<file path="src/rtl/systolic_feeder.sv">
// systolic_feeder: captures an N x N operand matrix row-major, then streams it skewed (lane i delayed i cycles).
// Optional stall input is enabled by defining SYSTOLIC_FEEDER_STALL_EN.
module systolic_feeder #(
  parameter int N      = 2,
  parameter int DATA_W = 8
) (
  input  logic                clk,
  input  logic                reset,
  input  logic                load_valid,
  output logic                load_ready,
  input  logic [DATA_W-1:0]   load_data,
  input  logic                start,
`ifdef SYSTOLIC_FEEDER_STALL_EN
  input  logic                stall,
`endif
  output logic                busy,
  output logic                done,
  output logic [N*DATA_W-1:0] feed_data,
  output logic [N-1:0]        feed_valid
);

  localparam int WORDS  = N * N;
  localparam int CNT_W  = $clog2(WORDS + 1);
  localparam int ADDR_W = $clog2(WORDS);
  localparam int BEAT_W = $clog2(2 * N);
  localparam logic [BEAT_W-1:0] LAST_BEAT = BEAT_W'(2 * N - 2);

  localparam logic [2:0] S_IDLE   = 3'd0;
  localparam logic [2:0] S_LOAD   = 3'd1;
  localparam logic [2:0] S_LOADED = 3'd2;
  localparam logic [2:0] S_STREAM = 3'd3;
  localparam logic [2:0] S_DONE   = 3'd4;

  logic [2:0]          state;
  logic [CNT_W-1:0]    word_cnt;
  logic [BEAT_W-1:0]   beat;
  logic [DATA_W-1:0]   mem [WORDS];
  logic                stall_i;
  logic                load_fire;
  logic [BEAT_W-1:0]   beat_sel;
  logic [N*DATA_W-1:0] beat_data;
  logic [N-1:0]        beat_valid;

`ifdef SYSTOLIC_FEEDER_STALL_EN
  assign stall_i = stall;
`else
  assign stall_i = 1'b0;
`endif

  assign load_ready = (state == S_IDLE) || (state == S_LOAD);
  assign busy       = (state == S_LOAD) || (state == S_LOADED) || (state == S_STREAM);
  assign load_fire  = load_valid && load_ready;

  // NOTE: the matrix store has no reset; its contents only matter after a complete load.
  always_ff @(posedge clk) begin
    if (load_fire) mem[word_cnt[ADDR_W-1:0]] <= load_data;
  end

  // Beat about to be registered: 0 on the start edge, otherwise the successor of the current beat.
  always_comb begin
    beat_data  = '0;
    beat_valid = '0;
    beat_sel   = (state == S_LOADED) ? '0 : beat + BEAT_W'(1);
    for (int i = 0; i < N; i++) begin
      for (int r = 0; r < N; r++) begin
        if (int'(beat_sel) == r + i) begin
          beat_valid[i]                 = 1'b1;
          beat_data[i*DATA_W +: DATA_W] = mem[ADDR_W'(r * N + i)];
        end
      end
    end
  end

  // NOTE: all state here uses non-blocking assignments so every register sees pre-edge values.
  always_ff @(posedge clk or posedge reset) begin
    if (reset) begin
      state      <= S_IDLE;
      word_cnt   <= '0;
      beat       <= '0;
      feed_data  <= '0;
      feed_valid <= '0;
      done       <= 1'b0;
    end else begin
      done <= 1'b0;
      case (state)
        S_IDLE: begin
          if (load_fire) begin
            word_cnt <= CNT_W'(1);
            state    <= S_LOAD;
          end
        end
        S_LOAD: begin
          if (load_fire) begin
            if (word_cnt == CNT_W'(WORDS - 1)) begin
              word_cnt <= '0;
              state    <= S_LOADED;
            end else begin
              word_cnt <= word_cnt + CNT_W'(1);
            end
          end
        end
        S_LOADED: begin
          if (start) begin
            beat       <= '0;
            feed_data  <= beat_data;
            feed_valid <= beat_valid;
            state      <= S_STREAM;
          end
        end
        S_STREAM: begin
          if (!stall_i) begin
            if (beat == LAST_BEAT) begin
              beat       <= '0;
              feed_data  <= '0;
              feed_valid <= '0;
              done       <= 1'b1;
              state      <= S_DONE;
            end else begin
              beat       <= beat + BEAT_W'(1);
              feed_data  <= beat_data;
              feed_valid <= beat_valid;
            end
          end
        end
        S_DONE:  state <= S_IDLE;
        default: state <= S_IDLE;
      endcase
    end
  end

endmodule

</file>
<file path="config.mk">
export PLATFORM = sky130hd
export DESIGN_NAME = systolic_feeder
export DESIGN_NICKNAME = d
export VERILOG_FILES = /design/src/rtl/systolic_feeder.sv
export SDC_FILE = /design/constraint.sdc
export NUM_CORES = 1
export LEC_CHECK = 0
export ABC_CLOCK_PERIOD_IN_PS = 2100
export BUFFER_PORTS_ARGS = -buffer_cell sky130_fd_sc_hd__buf_4
export CORE_MARGIN = 3
export CORE_UTILIZATION = 48
export DETAILED_ROUTE_END_ITERATION = 8
export PLACE_DENSITY = 0.73
export SKIP_CTS_REPAIR_TIMING = 1
export SLEW_MARGIN = 20
export SYNTH_ARGS = -nofsm -noshare
export SYNTH_HDL_FRONTEND = slang
export SYNTH_SLANG_ARGS = --single-unit
</file>
<file path="constraint.sdc">
create_clock -name clk -period 2.1 [get_ports clk]
set_clock_uncertainty 0.1 [all_clocks]
set_input_delay 0.42 -clock clk [delete_from_list [all_inputs] [get_ports clk]]
set_output_delay 0.42 -clock clk [all_outputs]
set_load 0.05 [all_outputs]
</file>
==> summary.txt <==
Timing
  • Final Setup Violations: 0
  • Max-slew headroom: 72.6%
  • Tightest Pin Transition: around 400 ps
  • Tmin final: between 1500 and 2000 ps
  • Setup slack after layout: between 100 and 150 ps
  • RSZ-0062 raised after global routing: no
  • Slew Viols, Final: 0
  • Period utilization: between 90 and 100%
  • Fmax: roughly 500 MHz
  • Final Hold Fails: 0

Route
  • DRT Wirelength: 4.66 mm
  • Drt wl/cell: 16.9 µm
  • Routed via count: ~1,500
  • Routed Antenna Nets: 0
  • DRT iter0 DRCs: between 80 and 90
  • Vias/cell: between 5 and 6
  • Residual DRC count: 0
  • Drt first pass iters: 4

Floorplan
  • Die Ht: around 76 µm
  • DIE AREA: ~5800 µm²
  • Die W: approximately 76 µm
  • Initial Utilization: 51.9%
  • I/O Pins: 33
  • Core area: about 4600 µm²
  • Rows: 24

GRT
  • Met1 global-route usage: a little over a fifth
  • Grt met2 use: between 20% and 30%
  • Initial antenna violation count: 0
  • GRT Total Usage: 17.5%
  • First-pass GRT wire length: around 7.7 mm
  • GR peak layer: met2
  • Number of global-route vias before repair: about 1,500
  • Global Route met3 Usage: a little over 5%
  • Total congestion overflow: 0
  • Largest net degree at the start of global routing: 28

Clock network
  • CTS Buf Count: 9
  • Worst-Skew Late Latency: ~320 ps
  • Max clock buf depth: 2
  • Root Buffer: clkbuf_8
  • Clk slew on worst S/H paths: approximately 70 ps
  • CTS Sinks: between 50 and 60
  • Htree depth: 3
  • CTS tree: done

Layout
  • ANT cells: 0
  • Commonest non-fill, non-tap cell in the layout: buf_4
  • Synthesis-to-layout area growth: 25.7%
  • Share of layout cells above drive strength 1: around 29%
  • Final nets: 228
  • Most frequent cells in the layout: 41 x buf_4, 32 x edfxtp_1, 27 x dfrtp_1, 17 x o2bb2ai_1, 14 x a22oi_1

Synth
  • Synthesized area per cell: approximately 15 µm²
  • YS warnings: 0
  • Yosys top cell area share: 40.6%
  • Top cell type by total area after synthesis: edfxtp_1
  • Synth area leaders: edfxtp_1 41%, dfrtp_1 29%, o2bb2ai_1 6.3%, ha_1 5.8%, a22oi_1 4.4%
  • Syn Nets: 184
  • Sequential share of the synthesized area: between 60% and 70%
  • Yosys cell types: 30
  • Mapped Cells: about 160
  • Synth Register Bits: 59
  • Synthesized area: 2370 µm²

Critical path
  • Worst r2r path cells: 8
  • Kind of critical path: reg -> reg
  • CP max FO: 9
  • Critical path's top delay family: adder cells
  • CP endpoint kind: flop
  • Worst setup SP type: flop
  • WP data required: 2210 ps
  • Crit-path max cell delay: 380 ps
  • FF-to-FF Start: beat[0]
  • Critical path's slowest cell: dfrtp_1
  • Worst reg2reg endpoint: feed_data[6]
  • CP arrival: 2110 ps
  • Setup slack, reg-to-reg: roughly 100 ps
  • Critical Path Source: beat[0]
  • CP cell instances: inv_1 > ha_1 > o21ai_1 > ha_1 > buf_4 > and3b_1 > a21oi_1 > o2bb2ai_1
  • Bufs and invs on worst path: 2
  • Cell mode on critical path: ha_1

Power
  • Worst IR Drop VDD: between 0.9 and 1 mV
  • Power per Cell Area: roughly 1800 nW/µm²
  • Leakage: about 1.2 nW
  • Overall Power: between 5 and 6 mW

Placement
  • Buffers on Ports: 32
  • Routability congestion estimate: 0.777
  • HPWL Detailed: roughly 3.2 mm
  • Setup WS pre-CTS: -152 ps

Hold path
  • Hold crit path type: in -> async

Status
  • Status: finished clean

Job
  • Reported max-cap violation count: 0
## synthesized netlist by cell type (all sizes together)
cell type / n
a21boi: 1
a21oi: 4
a22oi: 14
a31o: 1
a32o: 2
and2: 4
and2b: 1
and3b: 2
buf: 5
clkbuf: 3
dfrtp: 27
edfxtp: 32
ha: 11
inv: 7
nand2: 2
nand2b: 2
nand3: 1
nand4b: 1
nor2: 6
nor2b: 5
nor3b: 1
o211ai: 1
o21a: 1
o21ai: 8
o21bai: 1
o22ai: 1
o2bb2ai: 17
## power breakdown
part,switching (mW),leakage (nW),internal (mW)
clock network,0.446,0.117,0.786
logic,1.48,0.477,0.821
registers,0.155,0.643,1.53
total,2.08,1.24,3.14
## final cells by class
| type | instances | area (µm²) |
|---|---|---|
| Clock buffer | 9 | 124 |
| Tap cell | 65 | 81.3 |
| Clock inverter | 7 | 115 |
| Fill cell | 330 | 1590 |
| Inverter | 7 | 26.3 |
| Sequential cell | 59 | 1640 |
| Multi-Input combinational cell | 87 | 686 |
| Timing Repair Buffer | 41 | 308 |
## flip-flops by register name, summed over array words and instances, names as in the netlist
signal      flops
mem            32
feed_data      16
state           3
word_cnt        3
beat            2
feed_valid      2
done            1
## cell families after synthesis
logic type	Yosys count	synth area share [%]
fa+ha+maj	11	5.81
buf+inv	15	2.54
compound gates	51	16.2
simple gates	25	6.34
flops	59	69.1
## how the worst max path moves through the flow
stage	endpoint	slack, ps	cells after the start
6_report	feed_data[6]	100	8
5_1_grt	feed_data[6]	3	8
4_1_cts	feed_data[12]	-190	7
3_5_place_dp	feed_data[13]	-150	7
3_3_place_gp	feed_data[14]	9	7
2_1_floorplan	feed_data[10]	20	9
## metrics by stage
stage / TNS, ps / instance area (µm²) / std cells / utilization, % / hold WS (ps)
floorplan: 0 / 2370 / 161 / - / 373
global placement: 0 / 2720 / 259 / 59.6 / 371
detailed placement: -1700 / 2720 / 259 / 59.6 / 375
CTS: -1960 / 2960 / 275 / 64.9 / 55.2
global route: 0 / 2980 / 275 / 65.2 / 70.5
finish: 0 / 2980 / 275 / 65.2 / 52.7
## worst min-delay path: stages
cell	delay [ps]
buf_4	100
inv_1	40
buf_4	320
## layer usage
layer  wire (µm)  vias up
met4          93        0
li1            -      697
met5           0        -
met2        2350       49
met3         248       10
met1        1970      756
Note: power is estimated with default switching activity, not from simulation.
